### src/rtl/flag_pkg.sv
// flag_pkg: shared definitions for the condition-flag unit.
//   - Flag bit positions inside the {Z,V,N} vector.
//   - Opcodes that update the full flag set.
//   - flag_mask(): per-opcode update mask.
//   - Branch condition codes evaluated by flag_cond_eval.
package flag_pkg;

    localparam int unsigned FLAG_Z = 2;
    localparam int unsigned FLAG_V = 1;
    localparam int unsigned FLAG_N = 0;

    localparam int unsigned OPC_ADD = 32'h0;
    localparam int unsigned OPC_SUB = 32'h1;

    typedef enum logic [2:0] {
        COND_NE = 3'b000,
        COND_EQ = 3'b001,
        COND_GT = 3'b010,
        COND_LT = 3'b011,
        COND_GE = 3'b100,
        COND_LE = 3'b101,
        COND_OV = 3'b110,
        COND_UN = 3'b111
    } cond_e;

    // Arithmetic ops write Z/V/N; every other flag-writing op only writes Z.
    function automatic logic [2:0] flag_mask(input int unsigned opc);
        logic [2:0] mask;
        mask = '0;
        mask[FLAG_Z] = 1'b1;
        if (opc == OPC_ADD || opc == OPC_SUB) begin
            mask = '1;
        end
        return mask;
    endfunction

endpackage

### src/rtl/flag_cond_eval.sv
// flag_cond_eval: combinational branch-condition evaluator.
// Ports:
//   cond  in  3  branch condition code (cond_e encoding)
//   flags in  3  flag vector {Z,V,N}
//   taken out 1  condition holds for the given flags
module flag_cond_eval
    import flag_pkg::*;
(
    input  logic [2:0] cond,
    input  logic [2:0] flags,
    output logic       taken
);

    logic z;
    logic v;
    logic n;

    always_comb begin
        z = flags[FLAG_Z];
        v = flags[FLAG_V];
        n = flags[FLAG_N];
        taken = 1'b0;
        case (cond_e'(cond))
            COND_NE: taken = ~z;
            COND_EQ: taken = z;
            COND_GT: taken = ~z & ~n;
            COND_LT: taken = n;
            COND_GE: taken = z | (~z & ~n);
            COND_LE: taken = n | z;
            COND_OV: taken = v;
            COND_UN: taken = 1'b1;
            default: taken = 1'b0;
        endcase
    end

endmodule

### src/rtl/flag_unit.sv
// flag_unit: registered Z/V/N condition flags for the pipelined CPU.
// Ports:
//   clk, rst      clock, asynchronous active-high reset
//   ex_instr      instruction in EX (NOP/bubble encodings never commit)
//   ex_opcode     opcode of ex_instr, selects the update mask
//   ex_flag_en    EX instruction writes flags
//   ex_stall      EX held: no commit
//   ex_flush      EX squashed: no commit
//   alu_result    EX ALU result (Z from all bits, N from MSB)
//   alu_ovf       EX ALU signed overflow (V)
//   snap_save     copy committed flags into the shadow register
//   snap_restore  load committed flags from the shadow register
//   br_cond       ID-stage branch condition code
//   flags_q       committed flags {Z,V,N}
//   flags_fwd     flags as seen by ID this cycle (EX result forwarded)
//   flags_valid   a flag-writing instruction has committed since reset
//   br_taken      br_cond evaluated on flags_fwd
module flag_unit
    import flag_pkg::*;
#(
    parameter int unsigned DATA_W = 16,
    parameter int unsigned INSTR_W = 16,
    parameter int unsigned OPC_W = 4,
    parameter logic [INSTR_W-1:0] NOP_INSTR = 16'h4000,
    parameter logic [INSTR_W-1:0] BUBBLE_INSTR = 16'h0000
) (
    input  logic               clk,
    input  logic               rst,
    input  logic [INSTR_W-1:0] ex_instr,
    input  logic [OPC_W-1:0]   ex_opcode,
    input  logic               ex_flag_en,
    input  logic               ex_stall,
    input  logic               ex_flush,
    input  logic [DATA_W-1:0]  alu_result,
    input  logic               alu_ovf,
    input  logic               snap_save,
    input  logic               snap_restore,
    input  logic [2:0]         br_cond,
    output logic [2:0]         flags_q,
    output logic [2:0]         flags_fwd,
    output logic               flags_valid,
    output logic               br_taken
);

    logic       upd;
    logic [2:0] mask;
    logic [2:0] raw_next;
    logic [2:0] masked_next;
    logic [2:0] shadow;

    always_comb begin
        upd = ex_flag_en & ~ex_stall & ~ex_flush
            & (ex_instr != NOP_INSTR) & (ex_instr != BUBBLE_INSTR);
        mask = flag_mask(32'(ex_opcode));
        raw_next = '0;
        raw_next[FLAG_Z] = (alu_result == '0);
        raw_next[FLAG_V] = alu_ovf;
        raw_next[FLAG_N] = alu_result[DATA_W-1];
        masked_next = (mask & raw_next) | (~mask & flags_q);
        // Forwarding deliberately ignores a pending restore.
        flags_fwd = upd ? masked_next : flags_q;
    end

    // Restore beats a commit; save always sees the pre-edge flags, so
    // save+restore together swaps flags_q and shadow.
    always_ff @(posedge clk or posedge rst) begin
        if (rst) begin
            flags_q     <= '0;
            shadow      <= '0;
            flags_valid <= 1'b0;
        end else begin
            if (snap_restore) begin
                flags_q <= shadow;
            end else if (upd) begin
                flags_q <= masked_next;
            end
            if (snap_save) begin
                shadow <= flags_q;
            end
            if (upd) begin
                flags_valid <= 1'b1;
            end
        end
    end

    flag_cond_eval u_cond (
        .cond  (br_cond),
        .flags (flags_fwd),
        .taken (br_taken)
    );

endmodule

### config.mk
export PLATFORM = sky130hd
export DESIGN_NAME = flag_unit
export DESIGN_NICKNAME = d
export VERILOG_FILES = /design/src/rtl/flag_pkg.sv /design/src/rtl/flag_cond_eval.sv /design/src/rtl/flag_unit.sv
export SDC_FILE = /design/constraint.sdc
export NUM_CORES = 1
export LEC_CHECK = 0
export CAP_MARGIN = 20
export CORE_MARGIN = 2
export CORE_UTILIZATION = 29
export CTS_BUF_LIST = sky130_fd_sc_hd__clkbuf_8
export CTS_CLUSTER_DIAMETER = 60
export DETAILED_ROUTE_END_ITERATION = 10
export PLACE_DENSITY = 0.81
export REMOVE_ABC_BUFFERS = 1
export SYNTH_ARGS = -nofsm -noshare
export SYNTH_HDL_FRONTEND = slang
export SYNTH_SLANG_ARGS = --single-unit
### constraint.sdc
create_clock -name clk -period 2.2 [get_ports clk]
set_input_delay 0.44 -clock clk [delete_from_list [all_inputs] [get_ports clk]]
set_output_delay 0.44 -clock clk [all_outputs]
set_load 0.01 [all_outputs]
=== Word-level counts from Yosys, hierarchy flattened ===
Cells that the tools add are included.

* Output and inout port bits: 8
* Input port bits: 47
* Word-level logic and storage cells: 36
* Bits in registers: 7

* Equal/unequal tests: 9
* Reduce and logical (&&, ||, !) cells: 5
* Multiplexer cells: 4
* Bitwise gates (word level): 15

{| class="wikitable"
|+ Operators with widths
! operator !! number
|-
| zero test 16 bit || 1
|-
| != test 16 x 15 -> 1 bit (second input constant) || 1
|-
| nonzero test 16 bit || 1
|-
| == test 3 bit (second input constant) || 4
|-
| case mux 1 bit (8 select lines) || 1
|-
| AND 3 bit || 2
|-
| == test 3 x 2 -> 1 bit (second input constant) || 2
|-
| two-way mux 3 bit || 2
|-
| AND 1 bit || 5
|-
| == test 4 x 1 -> 1 bit (second input constant) || 1
|-
| zero test 4 bit || 1
|-
| inverter 1 bit || 4
|-
| == test 3 x 1 -> 1 bit (second input constant) || 1
|-
| zero test 3 bit || 1
|-
| inverter 3 bit || 1
|-
| bitwise OR 3 bit || 1
|-
| two-way mux 2 bit || 1
|-
| bitwise OR 1 bit || 2
|-
| logical OR 1 bit || 1
|}

=== Logic depth before layout (Yosys ltp) ===
Gate-level depths: netlist of run 1.

* Word-level depth: 11
* Depth in mapped cells: 6
* Depth with buffers taken out: 6

=== Cells and area by module ===
A second synthesis of run 1 with hierarchy kept.

* Cells, all modules: 55
* Area, all modules: 556.8 µm²

{| class="wikitable"
|+ By module, submodules not included
! module !! times used !! cells each !! seq. area each (µm²) !! area an instance (µm²)
|-
| flag_unit || 1 || 44 || 175.2 || 480.5
|-
| flag_cond_eval || 1 || 11 || 0.0 || 76.3
|}

=== Worst setup path after synthesis of run 1 ===
No wires, ideal clock.

* Path kind: input-to-output
* Start: input ex_stall
* End: output br_taken
* Buffers on the path: 0
* Slack: 0.052 ns
* Arrival time: 1.708 ns
* Cell stages on the path: 6
* Required time: 1.760 ns
* Path through: or3b_4 -> nor4_4 -> and3_4 -> or2_4 -> o21ai_0 -> o21ai_1

* Word-level cells in the longest chain between the ends: 10
* Elaborated cells on any way between the ends: 12
* Classes of those cells: mux (2); bitwise (10)

{| class="wikitable"
|+ Ends and longest elaborated chain
! item !! line !! RTL
|-
| start, declared || flag_unit.sv:32 || <nowiki>input logic ex_stall,</nowiki>
|-
| inverter 1 bit (*) || flag_unit.sv:52 || <nowiki>upd = ex_flag_en & ~ex_stall & ~ex_flush</nowiki>
|-
| AND 1 bit (*) (2 in a row) || flag_unit.sv:52 ||
|-
| AND 1 bit (*) (2 in a row) || flag_unit.sv:53 || <nowiki>& (ex_instr != NOP_INSTR) & (ex_instr != BUBBLE_INSTR);</nowiki>
|-
| two-way mux 3 bit (*) || -- ||
|-
| named net flags_fwd[0] || flag_unit.sv:40 || <nowiki>output logic [2:0] flags_fwd,</nowiki>
|-
| inverter 1 bit || flag_cond_eval.sv:26, flag_cond_eval.sv:28 ||
|-
| AND 1 bit || flag_cond_eval.sv:26, flag_cond_eval.sv:28 ||
|-
| bitwise OR 1 bit || flag_cond_eval.sv:28 || <nowiki>COND_GE: taken = z | (~z & ~n);</nowiki>
|-
| case mux 1 bit (8 select lines) (*) || flag_cond_eval.sv:23 || <nowiki>case (cond_e'(cond))</nowiki>
|-
| end, declared || flag_unit.sv:42 || <nowiki>output logic br_taken</nowiki>
|}

Mark *: on every way through the listed nets, which the timed path passes. The rest lies on a longest branch.

=== Final worst setup path of run 1 ===
* Start: input ex_stall
* End: output br_taken

* Word-level cells in the longest chain between the ends: 10
* Elaborated cells on any way between the ends: 12
* Classes of those cells: mux (2); bitwise (10)

{| class="wikitable"
|+ Ends and longest elaborated chain
! item !! line
|-
| inverter 1 bit (*) || flag_unit.sv:52
|-
| AND 1 bit (*) (2 in a row) || flag_unit.sv:52
|-
| AND 1 bit (*) (2 in a row) || flag_unit.sv:53
|-
| two-way mux 3 bit (*) || --
|-
| inverter 1 bit (on tied branches) || flag_cond_eval.sv:24, flag_cond_eval.sv:26, flag_cond_eval.sv:28
|-
| AND 1 bit || flag_cond_eval.sv:26, flag_cond_eval.sv:28
|-
| bitwise OR 1 bit || flag_cond_eval.sv:28
|-
| case mux 1 bit (8 select lines) (*) || flag_cond_eval.sv:23
|}

Every way passes the cells marked *; elsewhere a longest branch is shown, timed or not.

==> results of run 1 <==
-- through the flow --
step / cells / setup WS [ps] / utilization [%] / TNS, ps / hold WS, ps
after floorplan: 50 / 52.3 / - / 0 / 243
after global placement: 138 / -878 / 67.5 / -3670 / 462
after detailed placement: 138 / -963 / 67.5 / -3810 / 463
after CTS: 146 / -303 / 73.4 / -469 / 440
after global routing: 147 / -293 / 74.0 / -489 / 481
final: 147 / -222 / 74.0 / -328 / 439
-- sequential cells by signal (all words and copies together), names as in the netlist --
name and cells:
flags_valid 1, shadow 3, flags_q 3
-- where the power goes --
part           internal [mW]  switching (mW)
Sequential             0.149          0.0106
Clock                  0.120          0.0528
Combinational          0.156          0.0837
-- final timing paths --
check | cells after the start | start | slack (ps) | end
max | 9 | ex_stall | -220 | br_taken
min | 2 | rst | 440 | flags_valid$_DFFE_PP0N_
max reg2reg | 5 | flags_q[1]$_DFF_PP0_ | 940 | flags_q[1]$_DFF_PP0_
min reg2reg | 1 | flags_valid$_DFFE_PP0N_ | 470 | flags_valid$_DFFE_PP0N_
max in group asynchronous | 2 | rst | 1560 | shadow[1]$_DFFE_PP0P_
min in group clk | 1 | flags_valid$_DFFE_PP0N_ | 470 | flags_valid$_DFFE_PP0N_
-- Yosys cell counts, types with 2 or more instances --
cell type / count / share of area [%]
o21ai_0: 3 / 2.8
inv_1: 3 / 2.1
or3_1: 2 / 2.4
nor4_4: 2 / 8.0
nor4_2: 2 / 4.7
dfrtp_1: 7 / 33
nor4_1: 4 / 4.7
mux2_2: 6 / 13
nand3_1: 2 / 1.9
-- critical path: cells and delay by family --
kind                   cells  cell delay [ps]
AOI/OAI and AO/OA          3              380
buffers and inverters      3              420
and+or+nand+nor            3              750
-- final cells by class --
cell class / count / area, sq um / area share, %
clock inverters: 1 / 3.75 / 0.294
clock buffers: 3 / 41.3 / 3.23
repair buffers: 68 / 588 / 46.0
inverters: 4 / 17.5 / 1.37
flip-flops and latches: 7 / 175 / 13.7
multi-input cells: 39 / 420 / 32.9
well taps: 25 / 31.3 / 2.45
-- metal layers --
metal | wire length [microns] | global-route usage (%)
met5 | 0 | 0
met4 | 0 | 6.67
met3 | 106 | 2.31
met2 | 1140 | 35.6
met1 | 776 | 20.1
-- cell usage in the layout (no fill, tap or decap), types with 2 or more instances in the layout --
cell type,count
clkdlybuf4s15_1,13
clkdlybuf4s50_1,11
buf_4,11
buf_6,10
clkbuf_2,10
dfrtp_1,7
mux2_2,6
dlygate4sd2_1,6
buf_2,5
nor4_4,4
inv_1,4
nor4_2,3
clkbuf_8,3
or3_4,2
o21ai_0,2
dlymetal6s2s_1,2
-- timing repair --
action                                 CTS  global route
pin swaps                               24            17
endpoints found under the hold margin    0             0
setup endpoints to repair                5             4
gates cloned                             0             0
resized for setup                       94            33
buffers inserted                         4             2
-- cell families after synthesis --
kind of cell,count (synthesis)
compound gates,11
mux,6
simple gates,22
buf+inv,4
flops,7
==> metrics.txt, run 1 <==
status finished with violations; failing checks setup timing; adder-cell share of the synthesized area 0%; Slew headroom 82.9%; Die Y 46.8 microns; DR iter-0 viols 4; max-cap violations 0; clock slew seen by the registers of the worst setup and hold paths 40 ps; Synth Area in Compound Gates 15.1%; Pins Over Slew Limit 0; fillers 137; Starting Density 30.7%; post-synthesis sequential area ratio 33.0%; hold crit path type in -> async; Longest Clk Path Bufs 2; placed inst area 1160 sq um; synthesized cell area 531 sq um; Worst EP arrival 1980 ps; DRC 0; DR pass1 iterations 4; async set-or-reset flop fraction in the synthesized netlist 100%; die area 2190 sq um; via count 693; GRT Total Usage 18.4%; layout cell share with drive strength beyond 1 54.1%; Syn. warnings 0; number of flops mapped to enable cells by yosys 0; diode count 0; syn_area_per_cell 10.6 sq um; final setup skew 0.529 ps; ANT nets after route 0; CP cell instances buf_6 -> or3b_4 -> nor4_4 -> buf_4 -> and3_4 -> o2111ai_1 -> a32oi_1 -> o21ai_1 -> buf_2; part of the cycle the worst path needs 110%; GR Overflow Total 0; minimum clock period 2420 ps; critical path type in -> out; H-tree levels 1; Yosys reg bits 7; P&R area growth vs syn 141%; final setup violation count 3; Power Density 447 nW/um^2; P_leak 0.595 nW; TritonCTS Buffers 3; CTS tree yes; Synth Area in Simple Gates 36.3%; NumNets Final 170; num rows 15; largest net degree at the start of global routing 8; drt total wl 2020 microns; Startpoint Class input pin; Main synth FF type dfrtp_1; critical path data required time 1760 ps; Post-Layout Inst Area 1280 sq um; placer congestion estimate 0.840; CTS sink count 7; placeable core area 1730 sq um; crit-path max cell delay 410 ps; vias in the first global route 681; via/cell ratio 4.71; Cells after Synth 50; Synth cell types 28; DIE WIDTH 46.8 microns; Synth Area in XOR/XNOR 0%; I/O Buffers 52; Clock Latency Late Sink 220 ps; peak fanout along the critical path 4; Ports 55; setup ws final -222 ps; multiplexer share of the synthesized area 12.7%; global-route wire length before repair 2870 microns; worst-margin pin slew 257 ps; cts hold-fix bufs 0; Root Driver clkbuf_8; Final Power 0.572 mW; main combinational cell family by area after synthesis simple AND/OR/NAND/NOR gates; Max VDD drop 0.431 mV; fmax 0.413 GHz; Post-DP HPWL 1560 microns; RSZ-0062 raised after global routing true; crit end category output port; initial antenna violation count 0; Routed WL per cell 13.7 microns; final hold viol count 0; Slowest cell on crit path or3b_4
Power figures use the tool's default switching activity.
==> run 2, diff against run 1 <==
- CORE_MARGIN: 2 -> 4
- GPL_TIMING_DRIVEN: not set -> 0
==> run 2 against run 1 <==
  * The run still ends with setup timing left
  * Total power shrank 4.9%
  * Core utilization fell by 4.9 points
  * First-iteration DRC count grew 75%
  * Non-clock buffer count down 12
==> metrics.txt, run 2 (synthesized netlist as in run 1, its figures left out) <==
status finished with violations (unchanged); failing checks setup timing (unchanged); final hold viol count 0 (unchanged); RSZ-0062 raised after global routing true (unchanged); largest net degree at the start of global routing 8 (unchanged); Routed WL per cell 14.5 microns (was 13.7 microns); Worst EP arrival 2030 ps (was 1980 ps); minimum clock period 2470 ps (was 2420 ps); Ports 55 (unchanged); hold crit path type in -> async (unchanged); sequential share of power 29.2% (was 27.9%); Clk pwr share 31.1% (was 30.3%); TritonCTS Buffers 3 (unchanged); Starting Density 30.7% (unchanged); DRC 0 (unchanged); setup ws final -271 ps (was -222 ps); internal power 0.401 mW (was 0.425 mW); GRT Total Usage 15.7% (was 18.4%); clock slew seen by the registers of the worst setup and hold paths 40 ps (about the same); Clock Latency Late Sink 220 ps (about the same); layout cell share with drive strength beyond 1 44.5% (was 54.1%); fmax 0.405 GHz (was 0.413 GHz); final core area utilization 69.1% (was 74.0%); worst-margin pin slew 290 ps (was 257 ps); H-tree levels 1 (unchanged); num rows 15 (unchanged); part of the cycle the worst path needs 112% (was 110%); Die Y 50.8 microns (was 46.8 microns); peak fanout along the critical path 3 (was 4); final setup violation count 2 (was 3); Final Power 0.543 mW (was 0.572 mW); via count 643 (was 693); CTS sink count 7 (unchanged); Power Density 456 nW/um^2 (was 447 nW/um^2); placed inst area 1080 sq um (was 1160 sq um); Longest Clk Path Bufs 2 (unchanged); DR pass1 iterations 4 (unchanged); Post-Layout Inst Area 1190 sq um (was 1280 sq um); GR Overflow Total 0 (unchanged); DR iter-0 viols 7 (was 4); diode count 0 (unchanged); DIE WIDTH 50.8 microns (was 46.8 microns); crit end category output port (unchanged); drt total wl 1960 microns (was 2020 microns); Pins Over Slew Limit 0 (unchanged); ANT nets after route 0 (unchanged); Sw Ratio 26.2% (was 25.7%); Root Driver clkbuf_8 (unchanged); P_leak 0.531 nW (was 0.595 nW); Startpoint Class input pin (unchanged); vias in the first global route 649 (was 681); combinational power share 39.6% (was 41.9%); Switch Pwr 0.142 mW (was 0.147 mW); CTS tree yes (unchanged); largest registers flags_q x3, shadow x3, flags_valid x1 (unchanged); pre-CTS setup slack -942 ps (was -963 ps); critical path data required time 1760 ps (about the same); die area 2580 sq um (was 2190 sq um); cts hold-fix bufs 0 (unchanged); P&R area growth vs syn 125% (was 141%); placeable core area 1730 sq um (unchanged); hold_ws 436 ps (was 439 ps); critical path type in -> out (unchanged); final setup skew 0.305 ps (was 0.529 ps); Slew headroom 80.5% (was 82.9%); most common cell after layout, fill and taps aside dlygate4sd2_1 (was clkdlybuf4s15_1); Max VDD drop 0.472 mV (was 0.431 mV); Post-DP HPWL 1570 microns (was 1560 microns); I/O Buffers 52 (unchanged); placer congestion estimate 0.781 (was 0.840); NumNets Final 158 (was 170); via/cell ratio 4.76 (was 4.71); initial antenna violation count 0 (unchanged); max-cap violations 0 (unchanged); global-route wire length before repair 3030 microns (was 2870 microns); most frequent cells in the layout dlygate4sd2_1, clkdlybuf4s50_1, clkdlybuf4s15_1 (was clkdlybuf4s15_1, clkdlybuf4s50_1, buf_4)
## run 2: what timing repair did
| item | 4_1_cts | 5_1_grt |
|---|---|---|
| setup endpoints to repair | 4 | 4 |
| pin swaps | 20 | 16 |
| buffers inserted | 3 | 1 |
| gates resized for setup | 88 | 21 |
## run 2: routing by layer
layer	part of all wire (%)	up-vias	GRT usage, %
met4	1.2	0	8.07
li1	-	322	-
met2	56	29	27.6
met1	35	288	17.7
met3	7.6	4	2.97
met5	0	-	0
## run 2: final timing paths
path | cells after the start | slack [ps] | end | from
max reg2reg | 3 | 1000 | flags_q[0]$_DFF_PP0_ | flags_q[0]$_DFF_PP0_
max | 8 | -270 | br_taken | alu_result[13]
max in group asynchronous | 2 | 1570 | flags_q[1]$_DFF_PP0_ | rst
min in group clk | 1 | 470 | flags_valid$_DFFE_PP0N_ | flags_valid$_DFFE_PP0N_
min reg2reg | 1 | 470 | flags_valid$_DFFE_PP0N_ | flags_valid$_DFFE_PP0N_
min | 2 | 440 | flags_valid$_DFFE_PP0N_ | rst
## run 2: worst max-delay path: stages
cell and delay, ps:
dlygate4sd2_1 240, nor4_2 260, nand4_1 180, or3_4 370, and2_4 160, a32oi_1 160, o21ai_1 90, buf_2 140
## run 2: area by class of cell
| cell class | count | area, sq um |
|---|---|---|
| multi-input cells | 39 | 424 |
| repair buffers | 56 | 502 |
| fillers | 137 | 534 |
| well taps | 25 | 31.3 |
| clock buffers | 3 | 41.3 |
| clock inverters | 1 | 3.75 |
| inverters | 4 | 15.0 |
| flip-flops and latches | 7 | 175 |
## run 2: power groups by stage
stage          clock [mW]  combinational [mW]  sequential (mW)
6_report            0.169               0.215            0.159
5_1_grt             0.182               0.230            0.162
4_1_cts             0.175               0.208            0.159
3_5_place_dp            0               0.218            0.161
3_3_place_gp            0               0.214            0.160
2_1_floorplan           0              0.0722            0.163
## run 2: metrics by stage
stage,TNS [ps],std cells
after global placement,-2950,127
after detailed placement,-2990,127
after floorplan,0,50
after CTS,-287,134
after global routing,-477,135
final,-310,135
